--- config.mk ---
export PLATFORM = sky130hd
export DESIGN_NAME = id_branch_resolve_ctrl
export DESIGN_NICKNAME = d
export VERILOG_FILES = /design/src/rtl/id_branch_pkg.sv /design/src/rtl/sat_counter.sv /design/src/rtl/id_branch_resolve_ctrl.sv
export SDC_FILE = /design/constraint.sdc
export NUM_CORES = 1
export LEC_CHECK = 0
export ABC_AREA = 1
export BUFFER_PORTS_ARGS = -buffer_cell sky130_fd_sc_hd__buf_2
export CORE_MARGIN = 2
export CORE_UTILIZATION = 50
export DETAILED_ROUTE_END_ITERATION = 8
export PLACE_DENSITY_LB_ADDON = 0.05
export SETUP_SLACK_MARGIN = 0.05
export SYNTH_ARGS = -nofsm -noshare
export SYNTH_HDL_FRONTEND = slang
export SYNTH_HIERARCHICAL = 1
export SYNTH_SLANG_ARGS = --single-unit
--- constraint.sdc ---
create_clock -name Clk -period 4.6 [get_ports Clk]
set_input_delay 1.38 -clock Clk [delete_from_list [all_inputs] [get_ports Clk]]
set_output_delay 1.38 -clock Clk [all_outputs]
set_load 0.03 [all_outputs]
--- src/rtl/id_branch_pkg.sv ---
`default_nettype none
// ============================================================================
// Module      : id_branch_pkg
// Description : Shared types and helpers for the ID-stage branch resolve
//               control (FSM states, zero-register constant, compare helper).
// Revision    : 1.0 - initial release
// ============================================================================
package id_branch_pkg;

    typedef enum logic [1:0] {
        IDLE   = 2'd0,
        STALL  = 2'd1,
        SHADOW = 2'd2
    } state_t;

    localparam logic [4:0] REG_ZERO      = 5'd0;
    localparam int         CNT_W_DEFAULT = 16;

    // Register 0 is hardwired, so it never produces a hazard or a forward.
    function automatic logic reg_match(input logic [4:0] x, input logic [4:0] y);
        return (y != REG_ZERO) && (x == y);
    endfunction

endpackage
`default_nettype wire

--- src/rtl/sat_counter.sv ---
`default_nettype none
// ============================================================================
// Module      : sat_counter
// Description : Up-counter that sticks at all-ones instead of wrapping.
// Revision    : 1.0 - initial release
// ============================================================================
module sat_counter
    import id_branch_pkg::*;
#(
    parameter int CNT_W = CNT_W_DEFAULT
) (
    input  logic             clk,
    input  logic             rst,
    input  logic             i_inc,
    output logic [CNT_W-1:0] o_count
);

    logic [CNT_W-1:0] r_count;

    always_ff @(posedge clk) begin
        if (rst) begin
            r_count <= '0;
        end else if (i_inc && (r_count != '1)) begin
            r_count <= r_count + 1'b1;
        end
    end

    assign o_count = r_count;

endmodule
`default_nettype wire

--- src/rtl/id_branch_resolve_ctrl.sv ---
`default_nettype none
// ============================================================================
// Module      : id_branch_resolve_ctrl
// Description : ID-stage branch hazard stall, WB forward selects, beq/bne
//               resolution with IF/ID flush, perf counters and stall watchdog.
// Revision    : 1.0 - initial release
// ============================================================================
module id_branch_resolve_ctrl
    import id_branch_pkg::*;
#(
    parameter int CNT_W     = CNT_W_DEFAULT,
    parameter int MAX_STALL = 3
) (
    input  logic             Clk,
    input  logic             Reset,
    input  logic             Beq_ID,
    input  logic             Bne_ID,
    input  logic [4:0]       Rs_ID,
    input  logic [4:0]       Rt_ID,
    input  logic             RegWrite_EX,
    input  logic [4:0]       Write_Reg_EX,
    input  logic             RegWrite_MEM,
    input  logic [4:0]       Write_Reg_MEM,
    input  logic             RegWrite_WB,
    input  logic [4:0]       Write_Reg_WB,
    input  logic             Comparetor_ID,
    input  logic             Flush_Ext,
    output logic             Forward_C_ID,
    output logic             Forward_D_ID,
    output logic             Stall_ID,
    output logic             PCSrc_ID,
    output logic             IF_Flush,
    output logic             Stall_Err_ID,
    output logic [CNT_W-1:0] Branch_Cnt,
    output logic [CNT_W-1:0] Taken_Cnt,
    output logic [CNT_W-1:0] Stall_Cnt
);

    localparam int                 c_RUN_W     = $clog2(MAX_STALL + 2);
    localparam logic [c_RUN_W-1:0] c_RUN_LIMIT = c_RUN_W'(MAX_STALL + 1);

    state_t             r_state;
    state_t             w_state_nxt;
    logic               w_is_br;
    logic               w_haz_ex;
    logic               w_haz_mem;
    logic               w_hazard;
    logic               w_taken;
    logic               w_stall;
    logic               w_resolve;
    logic [c_RUN_W-1:0] r_run;
    logic [c_RUN_W-1:0] w_run_nxt;
    logic               r_err;

    assign w_is_br   = Beq_ID | Bne_ID;
    assign w_haz_ex  = RegWrite_EX  & (reg_match(Rs_ID, Write_Reg_EX)  | reg_match(Rt_ID, Write_Reg_EX));
    assign w_haz_mem = RegWrite_MEM & (reg_match(Rs_ID, Write_Reg_MEM) | reg_match(Rt_ID, Write_Reg_MEM));
    assign w_hazard  = w_is_br & (w_haz_ex | w_haz_mem);
    assign w_taken   = Beq_ID ? Comparetor_ID : ~Comparetor_ID;

    always_ff @(posedge Clk) begin
        if (Reset) begin
            r_state <= IDLE;
        end else begin
            r_state <= w_state_nxt;
        end
    end

    // IDLE and STALL share the resolve rules; only SHADOW ignores the branch.
    always_comb begin
        w_state_nxt = IDLE;
        w_stall     = 1'b0;
        w_resolve   = 1'b0;
        case (r_state)
            IDLE, STALL: begin
                if (w_is_br) begin
                    if (w_hazard) begin
                        w_stall     = 1'b1;
                        w_state_nxt = STALL;
                    end else begin
                        w_resolve   = 1'b1;
                        w_state_nxt = w_taken ? SHADOW : IDLE;
                    end
                end
            end
            SHADOW:  w_state_nxt = IDLE;
            default: w_state_nxt = IDLE;
        endcase
        if (Flush_Ext || Reset) begin
            w_state_nxt = IDLE;
            w_stall     = 1'b0;
            w_resolve   = 1'b0;
        end
    end

    assign Stall_ID     = w_stall;
    assign PCSrc_ID     = w_resolve & w_taken;
    assign IF_Flush     = w_resolve & w_taken;
    assign Forward_C_ID = ~Reset & RegWrite_WB & reg_match(Rs_ID, Write_Reg_WB);
    assign Forward_D_ID = ~Reset & RegWrite_WB & reg_match(Rt_ID, Write_Reg_WB);

    // The run includes the IDLE cycle that first detects the hazard.
    always_comb begin
        w_run_nxt = '0;
        if (w_stall) begin
            w_run_nxt = (r_run == c_RUN_LIMIT) ? r_run : r_run + 1'b1;
        end
    end

    always_ff @(posedge Clk) begin
        if (Reset) begin
            r_run <= '0;
            r_err <= 1'b0;
        end else begin
            r_run <= w_run_nxt;
            if (w_run_nxt == c_RUN_LIMIT) begin
                r_err <= 1'b1;
            end
        end
    end

    assign Stall_Err_ID = r_err;

    sat_counter #(.CNT_W(CNT_W)) u_branch_cnt (
        .clk     (Clk),
        .rst     (Reset),
        .i_inc   (w_resolve),
        .o_count (Branch_Cnt)
    );

    sat_counter #(.CNT_W(CNT_W)) u_taken_cnt (
        .clk     (Clk),
        .rst     (Reset),
        .i_inc   (w_resolve & w_taken),
        .o_count (Taken_Cnt)
    );

    sat_counter #(.CNT_W(CNT_W)) u_stall_cnt (
        .clk     (Clk),
        .rst     (Reset),
        .i_inc   (w_stall),
        .o_count (Stall_Cnt)
    );

endmodule
`default_nettype wire

Word-level counts from Yosys, hierarchy flattened
Index checks and enable logic that the tools add are counted.
{"block": "classes", "add_sub_neg": 4, "mul": 0, "div": 0, "magnitude_cmp": 0, "n_eq_ne": 12, "shift": 0, "mux": 13, "n_bitwise": 15, "n_reduce_logical": 17}
{"op": "adder 16 x 1 -> 16 bit, second input constant", "n": 3}
{"op": "inequality test 16 bit, second input constant", "n": 3}
{"op": "equality test 5 bit", "n": 6}
{"op": "nonzero test 5 bit", "n": 3}
{"op": "two-way mux 1 bit", "n": 10}
{"op": "logical AND 1 bit", "n": 9}
{"op": "AND 1 bit", "n": 7}
{"op": "equality test 3 bit, second input constant", "n": 2}
{"op": "two-way mux 3 bit", "n": 2}
{"op": "OR reduction 5 bit", "n": 1}
{"op": "inverter 1 bit", "n": 4}
{"op": "OR 1 bit", "n": 4}
{"op": "OR reduction 4 bit", "n": 1}
{"op": "adder 3 x 1 -> 3 bit, second input constant", "n": 1}
{"op": "equality test 2 x 1 -> 1 bit, second input constant", "n": 1}
{"op": "zero test 2 bit", "n": 1}
{"op": "two-way mux 2 bit", "n": 1}
{"op": "OR reduction 2 bit", "n": 1}
{"op": "logical OR 1 bit", "n": 1}
{"block": "word_totals", "ff_bits": 54, "latch_bits": 0, "mem_bits_rw": 0, "mem_bits_ro": 0, "in_bits": 34, "output_inout_bits": 54, "word_cells": 68, "memories": 0}

Longest topological paths before layout
{"block": "depth", "word_depth": 12, "ltp_mapped": 18, "depth_no_buf": 17}

Cells and area by module
Netlist, hierarchy kept.
{"mod": "sat_counter", "instances": 3, "cells_each": 149, "area_each_um2": 929.6, "seq_area_each_um2": 320.3}
{"mod": "id_branch_resolve_ctrl", "instances": 1, "cells_each": 153, "area_each_um2": 815.8, "seq_area_each_um2": 100.1}

Worst setup path before layout
No wires, ideal clock.
{"block": "synth_path", "kind": "input to output", "from": "in Flush_Ext", "to": "out PCSrc_ID", "arrival_time_ns": 2.925, "required_ns": 3.220, "path_slack_ns": 0.295, "path_stages": 4, "n_path_buf": 1, "path_cell_list": "nor4_4 -> inv_1 -> nor3_1 -> buf_4"}
{"block": "synth_via", "elab_chain_len": 3}
{"element": "start, declared", "line": "id_branch_resolve_ctrl.sv:27", "rtl": "input logic Flush_Ext,"}
{"element": "logical OR 1 bit", "line": "id_branch_resolve_ctrl.sv:89", "rtl": "if (Flush_Ext || Reset) begin"}
{"element": "two-way mux 1 bit", "line": "id_branch_resolve_ctrl.sv:89"}
{"element": "AND 1 bit"}
{"element": "end, declared", "line": "id_branch_resolve_ctrl.sv:31", "rtl": "output logic PCSrc_ID,"}
Every way passes these cells.

Final worst setup path
{"block": "layout_path", "from": "in Write_Reg_EX[2]", "to": "out IF_Flush"}
{"block": "layout_via", "elab_chain_len": 11, "word_cells_on_any_way": 14, "cone_classes": "eq/ne: 2; mux: 4; bitwise: 5; reduce/logical: 3"}
{"element": "start, declared", "line": "id_branch_resolve_ctrl.sv:21", "rtl": "input logic [4:0] Write_Reg_EX,"}
{"element": "equality test 5 bit or nonzero test 5 bit (tied branches)", "line": "id_branch_pkg.sv:21", "rtl": "return (y != REG_ZERO) && (x == y);"}
{"element": "logical AND 1 bit", "line": "id_branch_pkg.sv:21"}
{"element": "OR 1 bit *", "line": "id_branch_resolve_ctrl.sv:56", "rtl": "assign w_haz_ex = RegWrite_EX & (reg_match(Rs_ID, Write_Reg_EX) | reg_match(Rt_ID, Write_Reg_EX));"}
{"element": "AND 1 bit *", "line": "id_branch_resolve_ctrl.sv:56"}
{"element": "OR 1 bit *", "line": "id_branch_resolve_ctrl.sv:58", "rtl": "assign w_hazard = w_is_br & (w_haz_ex | w_haz_mem);"}
{"element": "AND 1 bit *", "line": "id_branch_resolve_ctrl.sv:58"}
{"element": "two-way mux 1 bit *", "line": "id_branch_resolve_ctrl.sv:77", "rtl": "if (w_hazard) begin"}
{"element": "two-way mux 1 bit *", "line": "id_branch_resolve_ctrl.sv:76", "rtl": "if (w_is_br) begin"}
{"element": "two-way mux 1 bit *", "line": "id_branch_resolve_ctrl.sv:74", "rtl": "case (r_state)"}
{"element": "two-way mux 1 bit *", "line": "id_branch_resolve_ctrl.sv:89"}
{"element": "AND 1 bit *", "line": "id_branch_resolve_ctrl.sv:98", "rtl": "assign IF_Flush = w_resolve & w_taken;"}
{"element": "end, declared", "line": "id_branch_resolve_ctrl.sv:32", "rtl": "output logic IF_Flush,"}
Mark *: on every way between the ends. The rest lies on a longest branch, timed or not.

==> run summary <==
Avg WL per Cell = 10.7 um
Largest net degree at the start of global routing = 17
Gate Count Post-Synth = 600
Syn_area_per_cell = 6.01 sq um
Root Driver = clkbuf_8
Fmax = 246 MHz
GR Util All Layers = 0.222
Synth area leaders = dfxtp_1 29%, nand2_1 21%, nor2_1 13%
Die area = 7900 sq um
Clock transition at the registers of the reported paths = 0.09 ns
Port buffer count = 87
WP data arrival = 2.68 ns
Synth Register Bits = 53
Share of layout cells above drive strength 1 = 0.223
Via count of the first global-routing pass = 3,504
CTS tree = done
LEAKAGE = 2.07 nW
FF-to-FF setup slack = 2.38 ns
Synth unique cells = 26
Residual DRC = 0
Total grt overflow = 0
Count of cells resized by post-cts repair = 0
Worst-Margin Slew = 0.532 ns
Starting Density = 0.525
Clk_skew = 0.0116 ns
N_diodes = 0
Dpl hpwl = 6.67 mm
Worst Path Buf+Inv = 4
Max-cap violation count = 0
Hold Crit Start = Stall_Err_ID
Hold_buf cts = 0
CP max stage delay = 0.33 ns
Total power = 0.000840 W
Post-Syn Area = 3600 sq um
Post-Syn Nets = 639
CP Max Fanout = 5
Maximum level of the CTS H-tree = 2
Worst vdd ir = 106 uV
Drt via density = 4.88
Routability cong. = 0.888
Hold path depth = 2
Hold Slack = 0.463 ns
Hold path endpoint = Stall_Err_ID
Worst skew pair latency = 0.31 ns
IO Pins = 88
Reg2reg start = r_state[1]
Drt first-iter violations = 127
Worst R2R End = u_taken_cnt/o_count[13]
Outcome = complete, no violations
Worst path top cell family by delay = simple AND/OR/NAND/NOR gates
Via Count = 3,834
First-pass GRT wire length = 14.5 mm
Die width = 88.9 um
Core Area = 6870 sq um
Post-synthesis sequential area ratio = 0.294
Die Y = 88.9 um
Pins Over Slew Limit = 0
Area share of the largest cell type after synthesis = 0.294
Setup violators final = 0
Setup TNS = 0 ns
Worst hold path type = flip-flop to flip-flop
Met3 WL = 363 um
Std-Cell Rows = 30
Minimum clock period = 4.06 ns
Startpoint types = input port
Slew headroom = 0.645
Top sig layer = met4
Setup crit end kind = primary output
Nets = 728
Critical path cell sequence = buf_2 -> inv_1 -> nand4_1 -> o21ai_0 -> inv_1 -> nand2_1 -> nand2_4 -> nor3_1 -> buf_2
Post-route cell area = 4220 sq um
Unrepaired setup endpoints after global routing = no
Total wire length = 8.38 mm
Met2 wire len = 4.03 mm
Area Overhead vs Synth = 17.0%
CP Data Required Time = 3.22 ns
Crit. Startpoint = Write_Reg_EX[2]
Final Cycle Share = 0.882
Synth area leader = dfxtp_1
PwrDens = 199 nW/um^2
Crit path kind = input port to primary output
Fin. Hold Viols = 0
Fill cell count = 685
Crit-path slowest cell = nor3_1
Clock Path Buffers = 2
DP Area = 4130 sq um
Reg2reg path depth = 10
CTS Buf Count = 5
Antenna-violating nets left = 0
Setup Fix Bufs, Post-CTS = 0
Num Clock Sinks = 53
Met1 Wirelength = 3.93 mm
Initial antenna violation count = 0
DRT Pass-1 Iters = 4
Yosys warns = 6
==> worst max path at each step <==
stage	cells past startpoint	slack, ns	to
finish	9	0.54	IF_Flush
global route	9	0.31	PCSrc_ID
CTS	9	0.52	IF_Flush
detailed placement	9	0.52	IF_Flush
global placement	5	0.59	IF_Flush
floorplan	4	0.30	PCSrc_ID
==> flip-flops by register name, summed over array words and instances, names as in the netlist <==
| signal | count |
|---|---|
| u_stall_cnt/o_count | 16 |
| u_taken_cnt/o_count | 16 |
| u_branch_cnt/o_count | 16 |
| Stall_Err_ID | 1 |
| r_run | 3 |
| r_state | 1 |
==> placed cells by master (no fill, tap or decap), types with 3 or more instances in the layout <==
cell / instances
clkbuf_8: 5
buf_2: 87
nor2_8: 3
nand4_1: 12
nor2_1: 121
nand3_1: 42
nand2_1: 198
a21oi_1: 22
dfxtp_1: 53
nor3_1: 5
xnor2_1: 7
ha_1: 5
inv_1: 56
nand2_2: 7
inv_2: 5
or2_0: 3
xor2_1: 4
o21ai_0: 3
nor2_4: 6
nor2_2: 33
==> per-layer routing <==
metal | vias to the layer above | GRT usage
li1 | 2045 | -
met1 | 1691 | 0.282
met2 | 90 | 0.399
met3 | 8 | 0.0295
met4 | 0 | 0.0510
met5 | - | 0
==> layout make-up <==
| type | count | area, sq um | area share |
|---|---|---|---|
| clock inverter | 3 | 17.5 | 0.00415 |
| timing repair buffer | 89 | 450 | 0.107 |
| multi-input combinational | 479 | 2270 | 0.538 |
| sequential | 53 | 1060 | 0.252 |
| clock buffer | 5 | 68.8 | 0.0163 |
| tap | 96 | 120 | 0.0285 |
| inverter | 61 | 229 | 0.0543 |
==> stage by stage <==
stage / worst slack [ns] / instances / utilization
after floorplan: 0.295 / 600 / -
after global placement: 0.594 / 778 / 0.601
after detailed placement: 0.520 / 778 / 0.601
after CTS: 0.524 / 786 / 0.614
after global routing: 0.311 / 786 / 0.614
final: 0.543 / 786 / 0.614
==> cells by family (layout without fill, tap and decap cells) <==
kind of cell    Yosys count  in the layout  synth area share
flops                    53             53             0.294
compound gates           28             28            0.0417
xor+xnor                 11             11            0.0267
buf+inv                  68            158            0.0760
simple gates            435            435             0.544
fa+ha+maj                 5              5            0.0174
==> where the power goes <==
| part | total [W] | internal [W] | switching [W] |
|---|---|---|---|
| clock | 0.000263 | 0.000106 | 0.000157 |
| sequential | 0.000466 | 0.000462 | 0.00000374 |
| combinational | 0.000111 | 0.0000413 | 0.0000698 |
==> synthesized netlist by cell type <==
| cell type | instances |
|---|---|
| or2_0 | 3 |
| nor2_4 | 6 |
| dfxtp_1 | 53 |
| nand2_1 | 198 |
| nor2_8 | 3 |
| nand2_4 | 2 |
| inv_2 | 5 |
| o21ai_0 | 3 |
| xor2_1 | 4 |
| nand2_2 | 7 |
| inv_1 | 56 |
| o2111ai_1 | 2 |
| ha_1 | 5 |
| o211ai_1 | 1 |
| buf_2 | 3 |
| nor3_1 | 5 |
| nor4_4 | 1 |
| xnor2_1 | 7 |
| a21oi_1 | 22 |
| nand3_1 | 42 |
| nand4_1 | 12 |
| clkbuf_4 | 3 |
| nor4_1 | 2 |
| nor2_1 | 121 |
| nor2_2 | 33 |
| buf_4 | 1 |
==> worst reg2reg max path, stage by stage (launching register included) <==
cell     delay [ns]
dfxtp_1        0.35
nor4_4         0.37
inv_1          0.12
nor3_1         0.39
buf_4          0.24
nand3_1        0.10
or2_0          0.21
nor2_1         0.15
nand3_1        0.09
nand2_1        0.07
nor2_1         0.04
(Power assumes the default switching activity.)
